## config.mk

```make
export PLATFORM = sky130hd
export DESIGN_NAME = serial_word_tx
export DESIGN_NICKNAME = d
export VERILOG_FILES = /design/src/rtl/serial_word_tx.sv
export SDC_FILE = /design/constraint.sdc
export NUM_CORES = 1
export LEC_CHECK = 0
export CAP_MARGIN = 40
export CORE_ASPECT_RATIO = 0.8
export CORE_UTILIZATION = 24
export CTS_CLUSTER_SIZE = 8
export DETAILED_ROUTE_END_ITERATION = 7
export DONT_BUFFER_PORTS = 1
export HOLD_SLACK_MARGIN = 0.08
export SYNTH_ARGS = -nofsm -noshare
export SYNTH_HDL_FRONTEND = slang
export SYNTH_SLANG_ARGS = --single-unit
```

## constraint.sdc

```tcl
create_clock -name clk -period 4 [get_ports clk]
set_clock_uncertainty 0.2 [all_clocks]
set_input_delay 0.2 -clock clk [delete_from_list [all_inputs] [get_ports clk]]
set_output_delay 0.2 -clock clk [all_outputs]
set_load 0.01 [all_outputs]
```

## src/rtl/serial_word_tx.sv

```systemverilog
// Parallel-to-serial word transmitter, LSB first, with first/last framing and a
// running mod-3 remainder of the bits sent so far (reference for bit-serial detectors).
module serial_word_tx #(
  parameter int WIDTH = 16,
  parameter int GAP   = 0
) (
  input  logic             clk,
  input  logic             reset,
  input  logic             load_valid,
  output logic             load_ready,
  input  logic [WIDTH-1:0] load_data,
  output logic             ser_out,
  output logic             ser_valid,
  output logic             ser_first,
  output logic             ser_last,
  output logic [1:0]       rem3,
  output logic             word_div3,
  output logic             busy,
  output logic [1:0]       state_dbg
);

  // Handshake: a word is taken at a posedge where load_valid && load_ready are
  // both 1; load_valid while load_ready=0 is dropped and never stalls anything.

  localparam int CW = (WIDTH > 1) ? $clog2(WIDTH) : 1;
  localparam int GW = (GAP > 1) ? $clog2(GAP) : 1;

  typedef enum logic [1:0] {
    ST_IDLE  = 2'd0,
    ST_SHIFT = 2'd1,
    ST_GAP   = 2'd2
  } state_e;

  state_e           state_q, state_d;
  logic [WIDTH-1:0] shreg_q, shreg_d;
  logic [CW-1:0]    cnt_q, cnt_d;
  logic [1:0]       acc_q, acc_d;
  logic [GW-1:0]    gap_q, gap_d;

  logic       last_bit;
  logic       accept;
  logic [1:0] bit_add;
  logic [2:0] rem_sum;
  logic [1:0] rem_now;

  assign last_bit = (state_q == ST_SHIFT) && (cnt_q == CW'(WIDTH - 1));
  assign accept   = load_valid && load_ready;

  // Odd bit positions carry weight 2 because 2^i mod 3 alternates 1,2,1,2...
  always_comb begin
    bit_add = 2'd0;
    if (shreg_q[0]) begin
      bit_add = cnt_q[0] ? 2'd2 : 2'd1;
    end
    rem_sum = {1'b0, acc_q} + {1'b0, bit_add};
    rem_now = (rem_sum >= 3'd3) ? 2'(rem_sum - 3'd3) : rem_sum[1:0];
  end

  // State register
  always_ff @(posedge clk) begin
    if (!reset) begin
      state_q <= ST_IDLE;
      shreg_q <= '0;
      cnt_q   <= '0;
      acc_q   <= '0;
      gap_q   <= '0;
    end else begin
      state_q <= state_d;
      shreg_q <= shreg_d;
      cnt_q   <= cnt_d;
      acc_q   <= acc_d;
      gap_q   <= gap_d;
    end
  end

  // Next-state and datapath update
  always_comb begin
    state_d = state_q;
    shreg_d = shreg_q;
    cnt_d   = cnt_q;
    acc_d   = acc_q;
    gap_d   = gap_q;
    unique case (state_q)
      ST_IDLE: begin
        cnt_d = '0;
        acc_d = 2'd0;
        if (accept) begin
          state_d = ST_SHIFT;
          shreg_d = load_data;
        end
      end
      ST_SHIFT: begin
        if (last_bit) begin
          cnt_d = '0;
          acc_d = 2'd0;
          if (GAP > 0) begin
            state_d = ST_GAP;
            gap_d   = GW'((GAP == 0) ? 0 : GAP - 1);
          end else if (accept) begin
            state_d = ST_SHIFT;
            shreg_d = load_data;
          end else begin
            state_d = ST_IDLE;
          end
        end else begin
          shreg_d = shreg_q >> 1;
          cnt_d   = cnt_q + CW'(1);
          acc_d   = rem_now;
        end
      end
      ST_GAP: begin
        if (gap_q == '0) begin
          state_d = ST_IDLE;
        end else begin
          gap_d = gap_q - GW'(1);
        end
      end
      default: begin
        state_d = ST_IDLE;
      end
    endcase
  end

  // Outputs, all derived from registered state
  always_comb begin
    load_ready = (state_q == ST_IDLE) || (last_bit && (GAP == 0));
    ser_valid  = (state_q == ST_SHIFT);
    ser_out    = ser_valid && shreg_q[0];
    ser_first  = ser_valid && (cnt_q == '0);
    ser_last   = last_bit;
    rem3       = ser_valid ? rem_now : 2'd0;
    word_div3  = last_bit && (rem_now == 2'd0);
    busy       = (state_q != ST_IDLE);
    state_dbg  = state_q;
  end

endmodule

```

After elaboration in Yosys (flattened, before gate mapping) --
Cells that the tools add are included.
Storage, ports and cells: input bits 19, word-level logic and storage cells 45, flip-flop bits (word level) 25
Operators by class: add/sub/neg operators 4, order comparisons 1, eq/ne operators 6, reductions and logical operators 12, multiplexer cells 17
Operators by type and width (count):
- 16-bit 2-to-1 mux | 2
- 16-bit one-hot mux with 2 select lines | 1
- 2-bit 2-to-1 mux | 8
- 4-bit one-hot mux with 2 select lines | 1
- 2-bit one-hot mux with 3 select lines | 1
- 1-bit logical AND | 5
- 4-bit by 1-bit adder with 4-bit output, second input constant | 1
- 4-bit == test, second input constant | 1
- 2-bit logical NOT | 2
- 4-bit logical NOT | 1
- 4-bit 2-to-1 mux | 1
- 2-bit != test, second input constant | 2
- 2-bit one-hot mux with 2 select lines | 1
- 2-bit nonzero test | 2
- 2-bit by 2-bit adder with 3-bit output | 1
- 3-bit by 2-bit greater-or-equal comparator with 1-bit output, second input constant | 1
- 3-bit AND reduction | 1
- 2-bit by 1-bit == test with 1-bit output, second input constant | 1
- 2-bit == test, second input constant | 1
- 1-bit 2-to-1 mux | 2
- 2-bit by 1-bit != test with 1-bit output, second input constant | 1
- 2-bit subtractor, second input constant | 1
- 1-bit logical OR | 1
- 1-bit subtractor, second input constant | 1

Longest topological paths before layout --
word-level depth 7, depth in mapped cells 9, mapped depth without buffers 9

Worst setup path before layout --
No wires, ideal clock.
path type flip-flop to output port, start reg shreg_q[0], end out word_div3, cell stages (with the launch flop) 10, data required time 3.600 ns, slack 1.539 ns, path buffers 0, data arrival time 2.061 ns, cells stage by stage dfxtp_1 > nor2b_1 > ha_1 > inv_1 > fa_1 > inv_1 > ha_1 > nor2b_1 > mux2_2 > and3_1
On the way: longest elaborated chain between the ends 6
Ends and longest elaborated chain:
- start, declared | line 35 | logic [WIDTH-1:0] shreg_q, shreg_d;
- start signal, assigned | line 69 | shreg_q <= shreg_d;
- 2-bit 2-to-1 mux * | line 52 | if (shreg_q[0]) begin
- 2-bit by 2-bit adder with 3-bit output * | line 55 | rem_sum = {1'b0, acc_q} + {1'b0, bit_add};
- 3-bit by 2-bit greater-or-equal comparator with 1-bit output or 2-bit subtractor (tied branches) | line 56 | rem_now = (rem_sum >= 3'd3) ? 2'(rem_sum - 3'd3) : rem_sum[1:0];
- 2-bit 2-to-1 mux * | line 56
- 2-bit logical NOT * | line 132 | word_div3 = last_bit && (rem_now == 2'd0);
- 1-bit logical AND * | line 132
- end, declared | line 17 | output logic word_div3,
Every way passes the cells marked *; elsewhere a longest branch is shown, timed or not.

Worst setup path in the final report --
Same ends and word-level chain as after synthesis.

==> Flow_metrics.wiki <==
{| class="wikitable"
! Metric !! Value
|-
| Commonest cells after routing, fill and taps aside || sky130_fd_sc_hd__dlygate4sd3_1 (26), sky130_fd_sc_hd__dfxtp_1 (23), sky130_fd_sc_hd__mux2i_1 (15), sky130_fd_sc_hd__o211a_1 (15), sky130_fd_sc_hd__o21ai_0 (14)
|-
| Fraction of the core area covered by cells at the end of the flow || 31.8%
|-
| Final TNS setup || 0 ns
|-
| IO buf count || 0
|-
| Number of global-route vias before repair || around 1,000
|-
| Worst rel slew slack || around half
|-
| Detailed Route Iter0 Violations || 16
|-
| Total CTS buffers || 3
|-
| Average via count per standard cell || roughly 4.7
|-
| TritonCTS clock tree || done
|-
| Number of antenna violations at the first check in global routing || 0
|-
| Switching pwr || 122 uW
|-
| Post-CTS resize count || 0
|-
| Required time reported for the critical path endpoint || approximately 3.6 ns
|-
| Residual DRC count || 0
|-
| Average footprint of a synthesized cell || 10.1 sq um
|-
| Crit path capture type || primary output
|-
| Global placement routability congestion || between 0.6 and 0.7
|-
| Fraction of layout instances using a drive strength above 1 || 7.80%
|-
| Skew-Pair Late Insertion Delay || 0.26 ns
|-
| Clock Path Buffers || 2
|-
| Pin count of the biggest net entering global routing || 21
|-
| Detailed Routing Iterations Pass 1 || 4
|-
| Overall die area || around 5400 sq um
|-
| Total track usage || between 10 and 15%
|-
| Maximum VDD drop || approximately 160 uV
|-
| Synthesized flop and latch total || 23
|-
| Dpl hpwl || roughly 1800 um
|-
| I/O pin count || 30
|-
| Top achievable clock speed || approximately 340 MHz
|-
| Number of instances in the synthesized netlist || approximately 120
|-
| Crit start category || flip-flop
|-
| Clock sink count || 23
|-
| Detailed Route WL || 2760 um
|-
| Fraction of the cycle the final worst path needs || 73.0%
|-
| GRT overflow || 0
|-
| Power Dens Cells || about 320 nW/um^2
|-
| Deepest level of the CTS H-tree || 1
|-
| Most common cell after layout, fill and taps aside || sky130_fd_sc_hd__dlygate4sd3_1
|-
| Final net count || between 150 and 200
|-
| Root Buffer Master || sky130_fd_sc_hd__clkbuf_8
|-
| CTS clock-pin slew for the worst setup and hold paths || about 0.070 ns
|-
| Routed length per instance || 13.7 um
|-
| Final Critical Period || roughly 3 ns
|-
| Count of final max-slew check failures || 0
|-
| Core area || about 4800 sq um
|-
| Critical path type || reg -> out
|-
| Number of rows created at floorplan || 22
|-
| Pleak || approximately 0.00073 uW
|-
| Critical Path AT || roughly 2.5 ns
|-
| Overall die width || approximately 82 um
|-
| Largest fanout of any net on the critical path || 4
|-
| Reg power frac || approximately 53%
|-
| First-pass GRT wire length || ~4600 um
|-
| Area growth syn-to-layout || 23.0%
|-
| Share of power burned in the clock network || between 20 and 30%
|-
| Total via count after detailed routing || roughly 950
|-
| Library cells used by synthesis || 31
|-
| Initial Util || between 20% and 30%
|-
| Worst slew pin tran || ~0.76 ns
|-
| Overall die height || about 66 um
|-
| Cell-internal power || roughly 360 uW
|-
| Number of hold violations in the final report || 0
|-
| Synthesized net count || 146
|-
| Combinational group share of total power || a little under a fifth
|-
| Post-Syn Area || 1230 sq um
|-
| Max-cap violation count || 0
|-
| Sw frac || between 20% and 30%
|-
| Proportion of synthesized chip area in sequential cells || ~37%
|-
| Outcome || completed
|-
| Final antenna-violating net count || 0
|-
| Unrepaired setup endpoints after global routing || false
|-
| Worst hold-check path type || reg -> reg
|-
| Ant diodes || 0
|-
| Number of warnings printed during yosys synthesis || 0
|-
| Setup Viol. Count Final || 0
|}
[logic make-up (layout without fill, tap and decap cells)]
family                     count (synthesis)  after routing  share of synthesized area (%)
AOI/OAI and AO/OA                         32             32                           19.6
and+or+nand+nor                           24             24                           11.2
DFF                                       23             23                           37.4
buffers and inverters                     18             37                           10.5
muxes                                     17             17                           14.0
adders and majority gates                  5              5                           5.69
xor gates and xnor gates                   2              2                           1.42
other                                      1              1                          0.304
[worst paths after layout]
| check | startpoint | endpoint | slack [ns] | cells past startpoint |
|---|---|---|---|---|
| setup / recovery | shreg_q[0] | word_div3 | 1.08 | 9 |
| hold / removal | shreg_q[1] | shreg_q[0] | 0.31 | 1 |
| setup reg to reg | cnt_q[0] | shreg_q[9] | 1.53 | 6 |
| hold reg to reg | shreg_q[1] | shreg_q[0] | 0.31 | 1 |
[synthesized netlist by cell type (all sizes together)]
library cell / count / area [sq um]
dfxtp: 23 / 460
mux2i: 15 / 150
o211a: 15 / 150
o2bb2ai: 1 / 8.76
xor2: 2 / 17.5
nor3b: 1 / 7.51
and3: 5 / 33.8
ha: 4 / 50.1
fa: 1 / 20.0
mux2: 2 / 22.5
buf: 7 / 67.6
and2: 1 / 6.26
nand3: 3 / 15.0
o21a: 1 / 7.51
inv: 7 / 28.8
nor2b: 2 / 12.5
nor3: 1 / 5.00
conb: 1 / 3.75
o21ai: 15 / 75.1
nand2: 3 / 11.3
clkbuf: 4 / 32.5
nor2: 8 / 46.3
[layer usage]
metal	global-route usage (%)	part of all wire, %	vias to the layer above
met1	13.5	47	459
li1	-	-	467
met4	1.32	0.25	0
met5	0	0	-
met3	4.14	4.4	2
met2	19.5	49	19
[worst max-delay path, cell delays in order (launching register included)]
cell and delay [ns]:
sky130_fd_sc_hd__dfxtp_1 0.37, sky130_fd_sc_hd__nor2b_1 0.15, sky130_fd_sc_hd__ha_1 0.15, sky130_fd_sc_hd__inv_1 0.05, sky130_fd_sc_hd__fa_1 0.53, sky130_fd_sc_hd__inv_1 0.05, sky130_fd_sc_hd__ha_1 0.20, sky130_fd_sc_hd__nor2b_1 0.19
sky130_fd_sc_hd__mux2_2 0.38, sky130_fd_sc_hd__and3_1 0.20
[power by group through the flow]
| stage | Sequential, uW | Combinational [uW] | Clock [uW] |
|---|---|---|---|
| 4_1_cts | 256 | 87.4 | 152 |
| 3_3_place_gp | 260 | 54.4 | 0 |
| 5_1_grt | 258 | 98.0 | 164 |
| 2_1_floorplan | 257 | 62.8 | 0 |
| 6_report | 256 | 88.0 | 143 |
| 3_5_place_dp | 261 | 57.0 | 0 |
[cell type report]
class	count	area (sq um)
inverters	7	28.8
multi-input cells	81	643
clock inverters	1	7.51
well taps	60	75.1
repair buffers	26	260
flip-flops and latches	23	460
clock buffers	3	41.3
fillers	487	3250
[per-stage QoR]
| stage | power, uW | hold WS, ns | worst slack [ns] | cells | instance area [sq um] |
|---|---|---|---|---|---|
| final | 487 | 0.307 | 1.08 | 201 | 1520 |
| after global routing | 520 | 0.327 | 0.907 | 201 | 1520 |
| after CTS | 495 | 0.308 | 1.06 | 201 | 1520 |
| after detailed placement | 318 | 0.123 | 1.35 | 171 | 1210 |
| after global placement | 315 | 0.123 | 1.49 | 171 | 1210 |
| after floorplan | 320 | 0.253 | 1.54 | 122 | 1230 |
[flip-flops by register name, summed over array words and instances, names as in the netlist]
register and flops:
acc_q 2, cnt_q 4, shreg_q 16, state_dbg 1
[what timing repair did]
action,in CTS,in global routing
buffers inserted,0,0
hold buffers,26,0
endpoints found under the hold margin,23,0
setup endpoints to repair,0,0
Power figures use the tool's default switching activity.
